File: config.mk
export PLATFORM = sky130hd
export DESIGN_NAME = arb3_rr
export DESIGN_NICKNAME = d
export VERILOG_FILES = /design/src/rtl/arb3_rr.sv
export SDC_FILE = /design/constraint.sdc
export NUM_CORES = 1
export LEC_CHECK = 0
export ABC_AREA = 1
export CAP_MARGIN = 20
export CORE_AREA = 2 2 39 41
export DETAILED_ROUTE_END_ITERATION = 10
export DIE_AREA = 0 0 41 43
export SKIP_CTS_REPAIR_TIMING = 1
export SLEW_MARGIN = 20
export SYNTH_ARGS = -nofsm -noshare
export SYNTH_HDL_FRONTEND = slang
export SYNTH_SLANG_ARGS = --single-unit
File: constraint.sdc
create_clock -name CLK -period 3.68 [get_ports CLK]
set_input_delay 0.552 -clock CLK [delete_from_list [all_inputs] [get_ports CLK]]
set_output_delay 0.552 -clock CLK [all_outputs]
set_load 0.01 [all_outputs]
File: src/rtl/arb3_rr.sv
// Three-requester round-robin arbiter with hold/release handshake.
// Define ARB_TIMEOUT_EN to add the HOLD_MAX grant timeout, MASK and FLUSH cycle.
module arb3_rr #(
  parameter int unsigned HOLD_MAX = 16
) (
  input  logic       CLK,
  input  logic       R,
  input  logic [2:0] REQ,
  input  logic       DONE,
  output logic [2:0] GNT,
  output logic [1:0] GID,
  output logic       BUSY,
  output logic       TOUT
);

  localparam logic [1:0] S_IDLE  = 2'd0;
  localparam logic [1:0] S_GRANT = 2'd1;
`ifdef ARB_TIMEOUT_EN
  localparam logic [1:0] S_FLUSH = 2'd2;
`endif

  logic [1:0] state_q, state_d;
  logic [1:0] ptr_q, ptr_d;
  logic [2:0] gnt_q, gnt_d;
  logic [1:0] gid_q, gid_d;
  logic       busy_q, busy_d;
  logic [2:0] elig;
  logic       pickOk;
  logic [1:0] pickIdx;
  logic [1:0] ord0, ord1, ord2;

`ifdef ARB_TIMEOUT_EN
  logic [7:0] cnt_q, cnt_d;
  logic [2:0] mask_q, mask_d;
  logic [2:0] maskSet;
  logic       tout_q, tout_d;

  assign elig = REQ & ~mask_q;
  assign TOUT = tout_q;
`else
  assign elig = REQ;
  assign TOUT = 1'b0;
`endif

  // Search order starts just after the last granted index; a masked requester is skipped
  always_comb begin
    ord0 = 2'd0;
    ord1 = 2'd1;
    ord2 = 2'd2;
    unique case (ptr_q)
      2'd0: begin ord0 = 2'd1; ord1 = 2'd2; ord2 = 2'd0; end
      2'd1: begin ord0 = 2'd2; ord1 = 2'd0; ord2 = 2'd1; end
      default: begin ord0 = 2'd0; ord1 = 2'd1; ord2 = 2'd2; end
    endcase
    pickOk  = 1'b0;
    pickIdx = 2'd0;
    if (elig[ord2]) begin pickOk = 1'b1; pickIdx = ord2; end
    if (elig[ord1]) begin pickOk = 1'b1; pickIdx = ord1; end
    if (elig[ord0]) begin pickOk = 1'b1; pickIdx = ord0; end
  end

  always_comb begin
    state_d = state_q;
    ptr_d   = ptr_q;
    gnt_d   = gnt_q;
    gid_d   = gid_q;
    busy_d  = busy_q;
`ifdef ARB_TIMEOUT_EN
    cnt_d   = cnt_q;
    maskSet = 3'b000;
    tout_d  = tout_q;
`endif
    case (state_q)
      S_IDLE: begin
        if (pickOk) begin
          state_d = S_GRANT;
          gnt_d   = 3'b001 << pickIdx;
          gid_d   = pickIdx;
          busy_d  = 1'b1;
          ptr_d   = pickIdx;
`ifdef ARB_TIMEOUT_EN
          cnt_d   = 8'd0;
`endif
        end
      end
      S_GRANT: begin
        // Release by the owner wins over a timeout landing on the same edge
        if (DONE || !REQ[gid_q]) begin
          state_d = S_IDLE;
          gnt_d   = 3'b000;
          gid_d   = 2'b11;
          busy_d  = 1'b0;
        end
`ifdef ARB_TIMEOUT_EN
        else if (cnt_q == 8'(HOLD_MAX - 1)) begin
          state_d = S_FLUSH;
          gnt_d   = 3'b000;
          gid_d   = 2'b11;
          busy_d  = 1'b0;
          tout_d  = 1'b1;
          maskSet = 3'b001 << gid_q;
        end
        else begin
          cnt_d = cnt_q + 8'd1;
        end
`endif
      end
`ifdef ARB_TIMEOUT_EN
      S_FLUSH: begin
        state_d = S_IDLE;
        tout_d  = 1'b0;
      end
`endif
      default: state_d = S_IDLE;
    endcase
`ifdef ARB_TIMEOUT_EN
    mask_d = (mask_q | maskSet) & REQ;
`endif
  end

  always_ff @(posedge CLK or negedge R) begin
    if (!R) begin
      state_q <= S_IDLE;
      ptr_q   <= 2'd2;
      gnt_q   <= 3'b000;
      gid_q   <= 2'b11;
      busy_q  <= 1'b0;
`ifdef ARB_TIMEOUT_EN
      cnt_q   <= 8'd0;
      mask_q  <= 3'b000;
      tout_q  <= 1'b0;
`endif
    end else begin
      state_q <= state_d;
      ptr_q   <= ptr_d;
      gnt_q   <= gnt_d;
      gid_q   <= gid_d;
      busy_q  <= busy_d;
`ifdef ARB_TIMEOUT_EN
      cnt_q   <= cnt_d;
      mask_q  <= mask_d;
      tout_q  <= tout_d;
`endif
    end
  end

  assign GNT  = gnt_q;
  assign GID  = gid_q;
  assign BUSY = busy_q;

endmodule

==> results of run 1 <==
-- synthesized netlist by cell type (all sizes together) --
library cell	n
nand2	22
nand3	10
inv	9
nor2	9
dfrtp	5
o21ai	4
dfstp	3
a21oi	1
buf	1
conb	1
nand4	1
o211ai	1
or2	1
-- worst min path at each step --
stage                start  cells past startpoint  slack, ns     end
floorplan                R                      0       0.26    BUSY
global placement    GID[1]                      2       0.49  GID[1]
CTS                 GNT[1]                      2       0.51  GNT[1]
detailed placement  GNT[2]                      2       0.49  GNT[2]
global route        GNT[2]                      2       0.53  GNT[2]
finish              GNT[1]                      2       0.50  GNT[1]
-- final cells by class --
class / count / share of cell area, %
Timing Repair Buffer: 11 / 16.89
Inverter: 9 / 5.182
Clock buffer: 4 / 4.031
Sequential cell: 8 / 31.29
Multi-Input combinational cell: 50 / 39.54
Tap cell: 16 / 3.071
-- layer usage --
metal	track usage, %	share of wire [%]
met5	0	0
met4	12.00	3.5
met3	1.571	5.0
met2	20.94	43
met1	19.33	48
-- cells by family after synthesis --
logic type / count (synthesis) / share of synthesized area, %
compound gates: 6 / 6.465
buf+inv: 10 / 8.211
simple gates: 43 / 44.03
other cells: 1 / 0.7456
flops: 8 / 40.55
-- registers in the layout, indices dropped and copies added (netlist names) --
register,flops
GID,2
ptr_q,2
GNT,3
BUSY,1
-- where the power goes --
| group | leakage [nW] | switching, mW | total (mW) | internal (mW) |
|---|---|---|---|---|
| clock | 0.0150 | 0.0315 | 0.0730 | 0.0416 |
| combinational | 0.210 | 0.175 | 0.303 | 0.128 |
| sequential | 0.0949 | 0.0383 | 0.177 | 0.139 |
-- metrics by stage --
step / cells / hold slack (ns) / util [%] / setup slack [ns] / power, mW
detailed placement: 94 / 0.4931 / 45.21 / 1.787 / 0.4855
floorplan: 68 / 0.2564 / - / 2.379 / 0.3838
finish: 98 / 0.5039 / 47.11 / 1.776 / 0.5534
global placement: 94 / 0.4890 / 45.21 / 1.793 / 0.4830
global route: 98 / 0.5332 / 47.11 / 1.743 / 0.6020
CTS: 98 / 0.5137 / 47.11 / 1.759 / 0.5641
==> results.sh, run 1 <==
export IMPL_fp_coreArea_um2=1384
export IMPL_max_vdd_ir_drop_mv=0.3320
export IMPL_required_ns=3.13
export IMPL_ys_warn_count=0
export IMPL_vias=456
export IMPL_ant_nets=0
export IMPL_path_delay_family="flip-flops"
export IMPL_crit_path_end="GID[0]"
export IMPL_ys_types=20
export IMPL_critical_path_depth=1
export IMPL_stdcell_area_um2=651.9
export IMPL_path_cells="clkdlybuf4s50_1"
export IMPL_insertion_delay_ns=0.26
export IMPL_fin_tns_setup_ns=0
export IMPL_synthesis_nets=74
export IMPL_numCtsBuffers=3
export IMPL_synthesis_instances=68
export IMPL_timing_rr_start="ptr_q[1]"
export IMPL_ys_seq_area_share_pct=40.55
export IMPL_start_util_pct=36.35
export IMPL_crit_buf_inv=1
export IMPL_cts_tree="built"
export IMPL_worst_setup_path_end_kind="output port"
export IMPL_avgSynthCellArea_um2=7.397
export IMPL_grt_max_degree=9
export IMPL_grt_pass1_vias=449
export IMPL_cts_root_buffer="clkbuf_4"
export IMPL_dpl_cell_area_um2=625.6
export IMPL_cp_startpoint="GID[0]"
export IMPL_worstSetupStartpointType="flop"
export IMPL_drc=0
export IMPL_fmaxAchievable_ghz=0.5251
export IMPL_grt_pass1_wl_um=1731
export IMPL_place_gp_congestion=0.7309
export IMPL_fin_crit_ns=1.904
export IMPL_path_class="reg2out"
export IMPL_drtIter0Drc=4
export IMPL_setup_viol=0
export IMPL_rows=14
export IMPL_pin_count=13
export IMPL_synth_largest_area_cell="dfrtp_1"
export IMPL_crit_arrival_ns=1.35
export IMPL_synth_area_um2=503.0
export IMPL_slew_violations=0
export IMPL_dpl_hpwl_um=826.2
export IMPL_synth_top_area_share_pct=24.88
export IMPL_reg2regPathDepth=9
export IMPL_synthTopCellsByArea="dfrtp_1 25%, dfstp_2 16%, nand2_1 13%"
export IMPL_status="finished, final reports clean"
export IMPL_grt_use_total_pct=14.82
export IMPL_critPathMaxStageDelay_ns=0.56
export IMPL_rrSetupSlack_ns=2.25
export IMPL_timing_final_hold_violations=0
export IMPL_cp_slowest_cell="dfstp_2"
export IMPL_antenna_found_initial=0
export IMPL_drive_gt1_share_pct=20.73
export IMPL_dieHeight_um=43
export IMPL_hold_class="reg2reg"
export IMPL_synth_seq_cells=8
export IMPL_nets=89
export IMPL_layout_commonest_cell="nand2_1"
export IMPL_critPathMaxFanout=5
export IMPL_routed_via_density=4.653
export IMPL_max_cap_violations=0
export IMPL_num_antenna_cells=0
export IMPL_mostFrequentLayoutCells="17 x nand2_1, 11 x clkdlybuf4s50_1, 9 x nand3_1"
export IMPL_overflow=0
export IMPL_areaGrowthSynthToFinish_pct=29.60
export IMPL_clockBufferDepth=2
export IMPL_die_area_um2=1763
export IMPL_die_width_um=41
export IMPL_p_leak_nw=0.3201
export IMPL_path_clk_slew_ns=0.06
export IMPL_cts_htree_levels=1
export IMPL_wl_per_cell_um=10.51
export IMPL_fin_skew_ns=0.007463
export IMPL_cts_sinks=8
export IMPL_r2r_end="GNT[0]"
export IMPL_port_buffers=11
export IMPL_firstDrtPassIters=2
export IMPL_wl_um=1030
export IMPL_rsz0062_at_grt="false"
export IMPL_period_share_pct=51.75
export IMPL_multi_input_area_um2=257.7
export IMPL_area_sequential_um2=203.9
export IMPL_fillers=151
export IMPL_power_density_nw_per_um2=848.9
(Power assumes the default switching activity.)
==> run 2, diff against run 1 <==
- clock period: 3.68 -> 1.9 ns (I/O delays scaled with it)
==> results.sh, run 2 (synthesized netlist as in run 1, its figures left out) <==
export IMPL_critPathMaxFanout=5
export IMPL_cts_root_buffer="clkbuf_4"
export IMPL_area_sequential_um2=203.9
export IMPL_cts_tree="built"
export IMPL_insertion_delay_ns=0.26
export IMPL_fmaxAchievable_ghz=0.6061
export IMPL_p_int_mw=0.5985
export IMPL_totalPowerFinal_mw=1.076
export IMPL_dieHeight_um=43
export IMPL_fin_tns_setup_ns=0
export IMPL_path_delay_family="flip-flops"
export IMPL_sw_frac_of_total_pct=44.40
export IMPL_required_ns=1.62
export IMPL_areaGrowthSynthToFinish_pct=29.60
export IMPL_largest_reg_flops=3
export IMPL_path_clk_slew_ns=0.06
export IMPL_start_util_pct=36.35
export IMPL_p_comb_share_pct=54.9
export IMPL_fin_crit_ns=1.650
export IMPL_rows=14
export IMPL_wl_um=1067
export IMPL_routed_via_density=4.755
export IMPL_place_gp_congestion=0.7183
export IMPL_power_frac_seq_pct=31.8
export IMPL_antenna_found_initial=0
export IMPL_pin_count=13
export IMPL_grt_pass1_vias=456
export IMPL_die_area_um2=1763
export IMPL_max_vdd_ir_drop_mv=0.6956
export IMPL_num_antenna_cells=0
export IMPL_cts_htree_levels=1
export IMPL_overflow=0
export IMPL_drc=0
export IMPL_rrSetupSlack_ns=0.49
export IMPL_grt_use_total_pct=15.23
export IMPL_timing_final_hold_violations=0
export IMPL_nets=89
export IMPL_cp_slowest_cell="dfstp_2"
export IMPL_slew_violations=0
export IMPL_status="finished, final reports clean"
export IMPL_worst_setup_path_end_kind="output port"
export IMPL_critPathMaxStageDelay_ns=0.56
export IMPL_wl_per_cell_um=10.89
export IMPL_hold_class="in2async"
export IMPL_firstDrtPassIters=4
export IMPL_ant_nets=0
export IMPL_numCtsBuffers=3
export IMPL_rsz0062_at_grt="false"
export IMPL_path_cells="clkdlybuf4s50_1"
export IMPL_multi_input_area_um2=257.7
export IMPL_layout_commonest_cell="nand2_1"
export IMPL_dpl_hpwl_um=803.5
export IMPL_setup_viol=0
export IMPL_fin_skew_ns=0.01036
export IMPL_path_class="reg2out"
export IMPL_crit_buf_inv=1
export IMPL_clock_power_share_pct=13.3
export IMPL_period_share_pct=86.84
export IMPL_grt_pass1_wl_um=1731
export IMPL_grt_max_degree=9
export IMPL_p_leak_nw=0.3201
export IMPL_clockBufferDepth=2
export IMPL_fp_coreArea_um2=1384
export IMPL_drive_gt1_share_pct=20.73
export IMPL_vias=466
export IMPL_drtIter0Drc=9
export IMPL_worstSetupStartpointType="flop"
export IMPL_die_width_um=41
export IMPL_port_buffers=11
export IMPL_fillers=159
export IMPL_crit_arrival_ns=1.36
export IMPL_cts_sinks=8
export IMPL_switchingPower_mw=0.4779
export IMPL_max_cap_violations=0
export IMPL_power_density_nw_per_um2=1651
export IMPL_mostFrequentLayoutCells="17 x nand2_1, 11 x clkdlybuf4s50_1, 9 x nand3_1"
run 2: per-layer routing:
metal | vias up | GRT usage, % | wire [µm]
met1 | 209 | 18.33 | 499
met5 | - | 0 | 0
met3 | 5 | 1.571 | 57
met2 | 13 | 22.19 | 466
met4 | 0 | 14.00 | 44
li1 | 239 | - | -
run 2: through the flow:
stage               setup slack [ns]  cell area, µm²  hold slack (ns)  util [%]  cells
finish                        0.2500           651.9           0.2968     47.11     98
detailed placement            0.2861           625.6           0.4931     45.21     94
global placement              0.2637           625.6           0.4848     45.21     94
floorplan                     0.6009           503.0         -0.01059         -     68
global route                  0.2054           651.9           0.3230     47.11     98
CTS                           0.2308           651.9           0.2995     47.11     98
run 2: final timing paths:
path,startpoint,end,depth (start not counted)
max,GID[0],GID[0],1
min,R,BUSY,1
max reg2reg,ptr_q[1],GNT[0],9
min reg2reg,GID[1],GID[1],2
max in group asynchronous,R,ptr_q[1],1
min in group CLK,GID[1],GID[1],2
run 2: power by group through the flow:
stage               combinational (mW)  clock (mW)  sequential (mW)
floorplan                        0.386           0            0.357
global placement                 0.592           0            0.343
detailed placement               0.594           0            0.343
CTS                              0.599       0.151            0.344
global route                     0.652       0.157            0.356
finish                           0.591       0.144            0.342
run 2: area by class of cell:
class,instances,area share (%)
Multi-Input combinational cell,50,39.54
Sequential cell,8,31.29
Timing Repair Buffer,11,16.89
Inverter,9,5.182
Clock buffer,4,4.031
Tap cell,16,3.071
==> run 3, diff against run 2 <==
- CTS_CLUSTER_DIAMETER: not set -> 200
==> results of run 3 <==
The final DEF is identical to that of run 2; final timing and power are the same.
